`config.mk`:
```
export PLATFORM = sky130hd
export DESIGN_NAME = axi_burst_checker_pat
export DESIGN_NICKNAME = d
export VERILOG_FILES = /design/src/rtl/axi_burst_checker_pkg.sv /design/src/rtl/axi_burst_checker_pat.sv
export SDC_FILE = /design/constraint.sdc
export NUM_CORES = 1
export LEC_CHECK = 0
export CORE_UTILIZATION = 40
export DETAILED_ROUTE_END_ITERATION = 6
export PLACE_DENSITY = 0.83
export RECOVER_POWER = 100
export SYNTH_ARGS = -nofsm -noshare
export SYNTH_HDL_FRONTEND = slang
export SYNTH_SLANG_ARGS = --single-unit
```
`constraint.sdc`:
```
create_clock -name clk_i -period 3.59 [get_ports clk_i]
set_clock_uncertainty 0.05 [all_clocks]
set_input_delay 0.8975 -clock clk_i [delete_from_list [all_inputs] [get_ports clk_i]]
set_output_delay 0.8975 -clock clk_i [all_outputs]
set_load 0.02 [all_outputs]
```
`src/rtl/axi_burst_checker_pkg.sv`:
```
// Shared types and the test-pattern definition for the AXI burst checker.
// The pattern is defined once here so write data and read expectations cannot drift apart.
package axi_burst_checker_pkg;

   typedef enum logic [2:0] {
      ST_IDLE,
      ST_WR_ADDR,
      ST_WR_DATA,
      ST_WR_RESP,
      ST_RD_ADDR,
      ST_RD_DATA,
      ST_FIN
   } state_e;

   localparam logic [1:0] RESP_OKAY = 2'b00;
   localparam int PAT_MAX_W = 512;

   // Computed at the widest legal data width; callers truncate to DATA_W.
   function automatic logic [PAT_MAX_W-1:0] pat(input logic [PAT_MAX_W-1:0] seed,
                                                input logic [31:0]          b,
                                                input logic [31:0]          k,
                                                input logic [31:0]          blen);
      return seed + PAT_MAX_W'(b * blen + k);
   endfunction

endpackage

```
`src/rtl/axi_burst_checker_pat.sv`:
```
// Burst/beat counters with address and pattern generation, shared by the write and read passes.
// Outputs are combinational from the counters, so they stay stable until the FSM advances them.
module axi_burst_checker_pat
   import axi_burst_checker_pkg::*;
#(
   parameter int ADDR_W    = 32,
   parameter int DATA_W    = 32,
   parameter int BURST_LEN = 8,
   parameter int NB_W      = 8
) (
   input  logic              clk_i,
   input  logic              rst_i,
   input  logic              rewind_i,
   input  logic              beat_adv_i,
   input  logic              burst_adv_i,
   input  logic [ADDR_W-1:0] base_i,
   input  logic [DATA_W-1:0] seed_i,
   input  logic [NB_W-1:0]   num_i,
   output logic [ADDR_W-1:0] addr_o,
   output logic [DATA_W-1:0] data_o,
   output logic              last_beat_o,
   output logic              last_burst_o
);

   localparam int KW          = (BURST_LEN > 1) ? $clog2(BURST_LEN) : 1;
   localparam int BURST_BYTES = BURST_LEN * DATA_W / 8;

   logic [NB_W-1:0] b_q, b_d;
   logic [KW-1:0]   k_q, k_d;

   assign last_beat_o  = (k_q == KW'(BURST_LEN - 1));
   assign last_burst_o = (b_q == num_i - NB_W'(1));
   assign addr_o       = base_i + ADDR_W'(b_q) * ADDR_W'(BURST_BYTES);
   assign data_o       = DATA_W'(pat(PAT_MAX_W'(seed_i), 32'(b_q), 32'(k_q), 32'(BURST_LEN)));

   // The beat index parks on the last beat so overrun beats cannot wrap it.
   always_comb begin
      b_d = b_q;
      k_d = k_q;
      if (rewind_i) begin
         b_d = '0;
         k_d = '0;
      end else if (burst_adv_i) begin
         b_d = b_q + NB_W'(1);
         k_d = '0;
      end else if (beat_adv_i && !last_beat_o) begin
         k_d = k_q + KW'(1);
      end
   end

   always_ff @(posedge clk_i) begin
      if (rst_i) begin
         b_q <= '0;
         k_q <= '0;
      end else begin
         b_q <= b_d;
         k_q <= k_d;
      end
   end

endmodule

```
==> results of run 1 <==
-- metrics by stage --
step	area [sq um]	worst slack (ns)	utilization, %
after global placement	4843	-1.001	80.38
after detailed placement	4843	-1.122	80.38
after CTS	5371	-0.06246	89.14
after floorplan	2636	0.004563	-
-- what timing repair did --
action | CTS
resized for setup | 377
pin swaps | 67
gates cloned | 3
endpoints found under the setup margin | 58
setup buffers | 15
hold buffers | 0
-- metal layers --
metal	GRT usage [%]	GRT overflow
met5	11.67	0
met4	81.58	16
met3	54.22	0
met2	93.50	16
met1	68.46	0
-- logic make-up after synthesis --
family	after synthesis	share of synthesized area [%]
AND/OR/NAND/NOR	119	24.38
XOR/XNOR	66	22.76
flip-flops	11	8.670
buffers and inverters	26	5.222
adder cells (fa/ha/maj)	25	12.91
multiplexers	2	0.7882
AO/OA/AOI/OAI	85	25.27
-- synth_stat cells, types with 2 or more instances --
library cell | number | area, sq um
and2_1 | 5 | 31.28
o311ai_0 | 2 | 17.52
inv_1 | 13 | 48.80
o21a_1 | 7 | 52.55
a31oi_1 | 2 | 12.51
fa_1 | 2 | 40.04
nor3_1 | 9 | 45.04
a2111oi_4 | 2 | 55.05
xor2_1 | 22 | 192.7
o211ai_1 | 3 | 22.52
a211oi_1 | 10 | 75.07
nand2_1 | 23 | 86.33
clkbuf_1 | 5 | 18.77
nor2b_1 | 8 | 50.05
nand3b_1 | 3 | 22.52
nand4_1 | 11 | 68.82
and4_1 | 4 | 35.03
a21o_1 | 6 | 45.04
or2_2 | 2 | 12.51
a21oi_1 | 17 | 85.08
nand3_1 | 16 | 80.08
buf_4 | 5 | 37.54
o31ai_1 | 2 | 15.01
ha_1 | 23 | 287.8
or3_1 | 2 | 12.51
and3_1 | 7 | 43.79
dfxtp_1 | 11 | 220.2
a21boi_0 | 2 | 15.01
o21bai_1 | 2 | 15.01
nor2_1 | 24 | 90.09
xnor2_1 | 44 | 385.4
mux2i_1 | 2 | 20.02
buf_6 | 2 | 22.52
o21ai_0 | 17 | 85.08
==> metrics.yaml, run 1 <==
outcome: "aborted with a tool error"
haltStage: "global routing"
tool.error: "[ERROR GRT-0232] Routing congestion too high. Check the congestion heatmap in the GUI."
synth_ff_type: "dfxtp_1"
grt_start_max_net_pins: 12
gp_congestion: 0.8516
cts_buffer_depth: 2
num_io_pins: 143
place_inst: 643
numCtsBuffers: 3
grtUsageTotal_pct: 72.63
start_util_pct: 42.15
dp_hpwl_um: 8385
ys_ff_latch: 11
seq_area_frac_synth_pct: 8.670
synth-edff-count: 0
grt-ovfl-total: 32
row_count: 28
syn_area_sq_um: 2540
io_buffers: 132
synthArstFlopShare_pct: 0
cts.sinks: 11
die_h_um: 81.69
cts_root_buffer: "clkbuf_8"
syn-mean-instance-area_sq_um: 7.605
synth_warnings: 0
h-tree-depth: 1
worst-ep-kind: "output port"
synth.net_count: 436
syn_inst: 334
ys_types: 53
worst_endpoint: "data_o[27]"
die_width_um: 81.69
==> inputs of run 2 (changes only) <==
--- a/config.mk
+++ b/config.mk
@@ -5,9 +5,9 @@
 export SDC_FILE = /design/constraint.sdc
 export NUM_CORES = 1
 export LEC_CHECK = 0
-export CORE_UTILIZATION = 40
+export CORE_UTILIZATION = 30
 export DETAILED_ROUTE_END_ITERATION = 6
-export PLACE_DENSITY = 0.83
+export PLACE_DENSITY_LB_ADDON = 0.15
 export RECOVER_POWER = 100
 export SYNTH_ARGS = -nofsm -noshare
 export SYNTH_HDL_FRONTEND = slang
==> run 2 against run 1 <==
  * The flow now finishes, with violations (setup timing)
  * Synthesized area stayed put
  * Synthesized cell count stayed put
==> metrics.yaml, run 2 <==
outcome: "complete, but fails checks"
violations: "setup timing"
cts_buffer_depth: 2
finalHoldViolCount: 0
core_sq_um: 8217
critPathLaunch: "seed_i[9]"
cp-end-kind: "primary output"
syn_inst: 334
power_w: 0.0006694
seq_area_sq_um: 220.2
finalMaxSlewViolations: 0
dp_hpwl_um: 7330
worst_pin_slew_ns: 0.3580
path_class: "input port to primary output"
die_h_um: 94.02
clk_latency_ns: 0.23
path_cells: "buf_6 -> ha_4 -> and4_4 -> buf_6 -> a221oi_4 -> buf_4 -> buf_6 -> a2111o_1 -> xnor2_2 -> buf_4"
worstSetupStartpointType: "input port"
grtUsageTotal_pct: 21.73
synth.net_count: 436
rsz0062_at_grt: "yes"
syn_area_sq_um: 2540
synth_ff_type: "dfxtp_1"
fmax_mhz: 276.6
swShare_pct: 35.32
dr.pass1.iters: 4
syn-mean-instance-area_sq_um: 7.605
ys_ff_latch: 11
cpMostUsedCell: "buf_6"
comb_power_share_pct: 63.2
p_switching_w: 0.0002365
maxCapViolations: 0
slowest_delay_ns: 0.41
r2r-start: "k_q[0]$_SDFFE_PP0P_"
die_width_um: 94.02
worstHoldStart: "k_q[2]$_SDFFE_PP0P_"
cts.sinks: 11
dieArea_sq_um: 8839
start_util_pct: 30.91
drt-vias-per-instance: 4.987
crit_slowest_cell: "a2111o_1"
cts_hold_repair.buffers: 0
crit_path_max_fanout: 3
io_buffers: 132
antenna_found_initial: 0
clkPwrFrac_pct: 18.0
wl_per_cell_um: 14.03
vias: 3536
cts_tree: "done"
hold_class: "register to register"
num_io_pins: 143
pre_cts_ws_ns: -1.087
pwr-share-seq_pct: 18.7
grt_pass1_vias: 3521
synth_warnings: 0
drive_gt1_share_pct: 49.67
internal_power_w: 0.0004330
ant_nets: 0
grt_start_max_net_pins: 12
worst_slew_margin_rel_pct: 76.06
synth-edff-count: 0
final_common_cell: "buf_4"
totalNegativeSetupSlack_ns: -0.04083
area_growth_pct: 121.5
vdd_drop_max_mv: 0.08884
multi_input_area_sq_um: 2874
drcViolationCount: 0
synthTopCellsByArea: "xnor2_1 (15%), ha_1 (11%), dfxtp_1 (8.7%), xor2_1 (7.6%), nor2_1 (3.5%)"
path_clk_slew_ns: 0.05
leakagePower_nw: 2.447
grt_pass1_wl_um: 15610
synthArstFlopShare_pct: 0
grt-ovfl-total: 0
synth_top_cell_area_share_pct: 15.17
synthTopCellsByCount: "xnor2_1 (44), nor2_1 (24), ha_1 (23), nand2_1 (23), xor2_1 (22)"
fin_crit_ns: 3.615
top_regs: "b_q (8), k_q (3)"
ys_types: 53
row_count: 33
setup_violations: 2
nFillCells: 683
h-tree-depth: 1
cts_root_buffer: "clkbuf_8"
yosysMostFrequentCell: "xnor2_1"
num-nets-final: 707
antenna_cells: 0
final_cell_mix: "buf_4 (151), clkdlybuf4s50_1 (43), xnor2_1 (35), nor2_1 (23), buf_6 (23)"
seq_area_frac_synth_pct: 8.670
largest_register_ffs: 8
finalWorstSetupSlack_ns: -0.02509
drt-total-wl_um: 9947
post-route-period-util_pct: 100.7
gp_congestion: 0.8061
numCtsBuffers: 3
regMostFlops: "b_q"
critical_path_required_ns: 2.64
drt_iter0_markers: 81
timing.critical_path.arrival_ns: 2.67
power_per_cell_area_nw_per_um2: 119.0
synth_top_cell_by_area: "xnor2_1"
final_core_util_pct: 68.46
## run 2: cell counts after synthesis
Identical to the previous run, type by type.
## run 2: worst paths after layout
check                                            to  slack (ns)  depth (start not counted)
worst max-delay path                     data_o[31]       -0.03                         10
worst min-delay path            k_q[2]$_SDFFE_PP0P_        0.57                          2
worst max register to register  k_q[1]$_SDFFE_PP0P_        1.95                          7
worst min register to register  k_q[2]$_SDFFE_PP0P_        0.57                          2
## run 2: metrics by stage
stage,cells,hold WS [ns],area [sq um]
floorplan,334,0.4524,2636
global route,709,0.5867,5625
detailed placement,686,0.5252,4979
global placement,686,0.5093,4979
CTS,705,0.5707,5474
finish,709,0.5670,5625
## run 2: cells by family (layout without fill, tap and decap cells)
| group | after synthesis | count (layout) | share of synthesized area (%) |
|---|---|---|---|
| muxes | 2 | 2 | 0.7882 |
| AOI/OAI and AO/OA | 85 | 86 | 25.27 |
| adders and majority gates | 25 | 25 | 12.91 |
| and+or+nand+nor | 119 | 119 | 24.38 |
| DFF | 11 | 11 | 8.670 |
| buffers and inverters | 26 | 295 | 5.222 |
| xor gates and xnor gates | 66 | 66 | 22.76 |
## run 2: layout make-up
cell class,count,share of cell area (%)
Multi-Input combinational cell,298,51.09
Timing Repair Buffer,278,40.99
Sequential cell,11,3.915
Tap cell,105,2.335
Inverter,13,0.8674
Clock buffer,4,0.8007
## run 2: worst max-delay path, delay by kind of cell
kind / cells / cell delay [ns]
AO/OA/AOI/OAI: 2 / 0.47
AND/OR/NAND/NOR: 1 / 0.23
buffers and inverters: 5 / 0.65
XOR/XNOR: 1 / 0.15
adder cells (fa/ha/maj): 1 / 0.27
## run 2: per-layer routing
metal  up-vias  wire length, um  GRT usage, %  share of wire [%]
met2       113             5178         42.27                 52
met4         0              184         5.513                1.8
li1       1764                -             -                  -
met5         -                0             0                  0
met1      1643             4109         24.76                 41
met3        16              473         2.346                4.8
## run 2: power by group through the flow
stage	registers, W	logic [W]	clock network [W]
after floorplan	0.000128	0.000161	0
after global placement	0.000127	0.000402	0
after detailed placement	0.000127	0.000406	0
after CTS	0.000125	0.000413	0.000125
after global routing	0.000125	0.000453	0.000131
final	0.000125	0.000423	0.000121
## run 2: timing repair
action,CTS,global route
resized for setup,385,57
pin swaps,57,49
setup buffers,20,5
endpoints found under the setup margin,58,49
cloned,1,0
(Power assumes the default switching activity.)
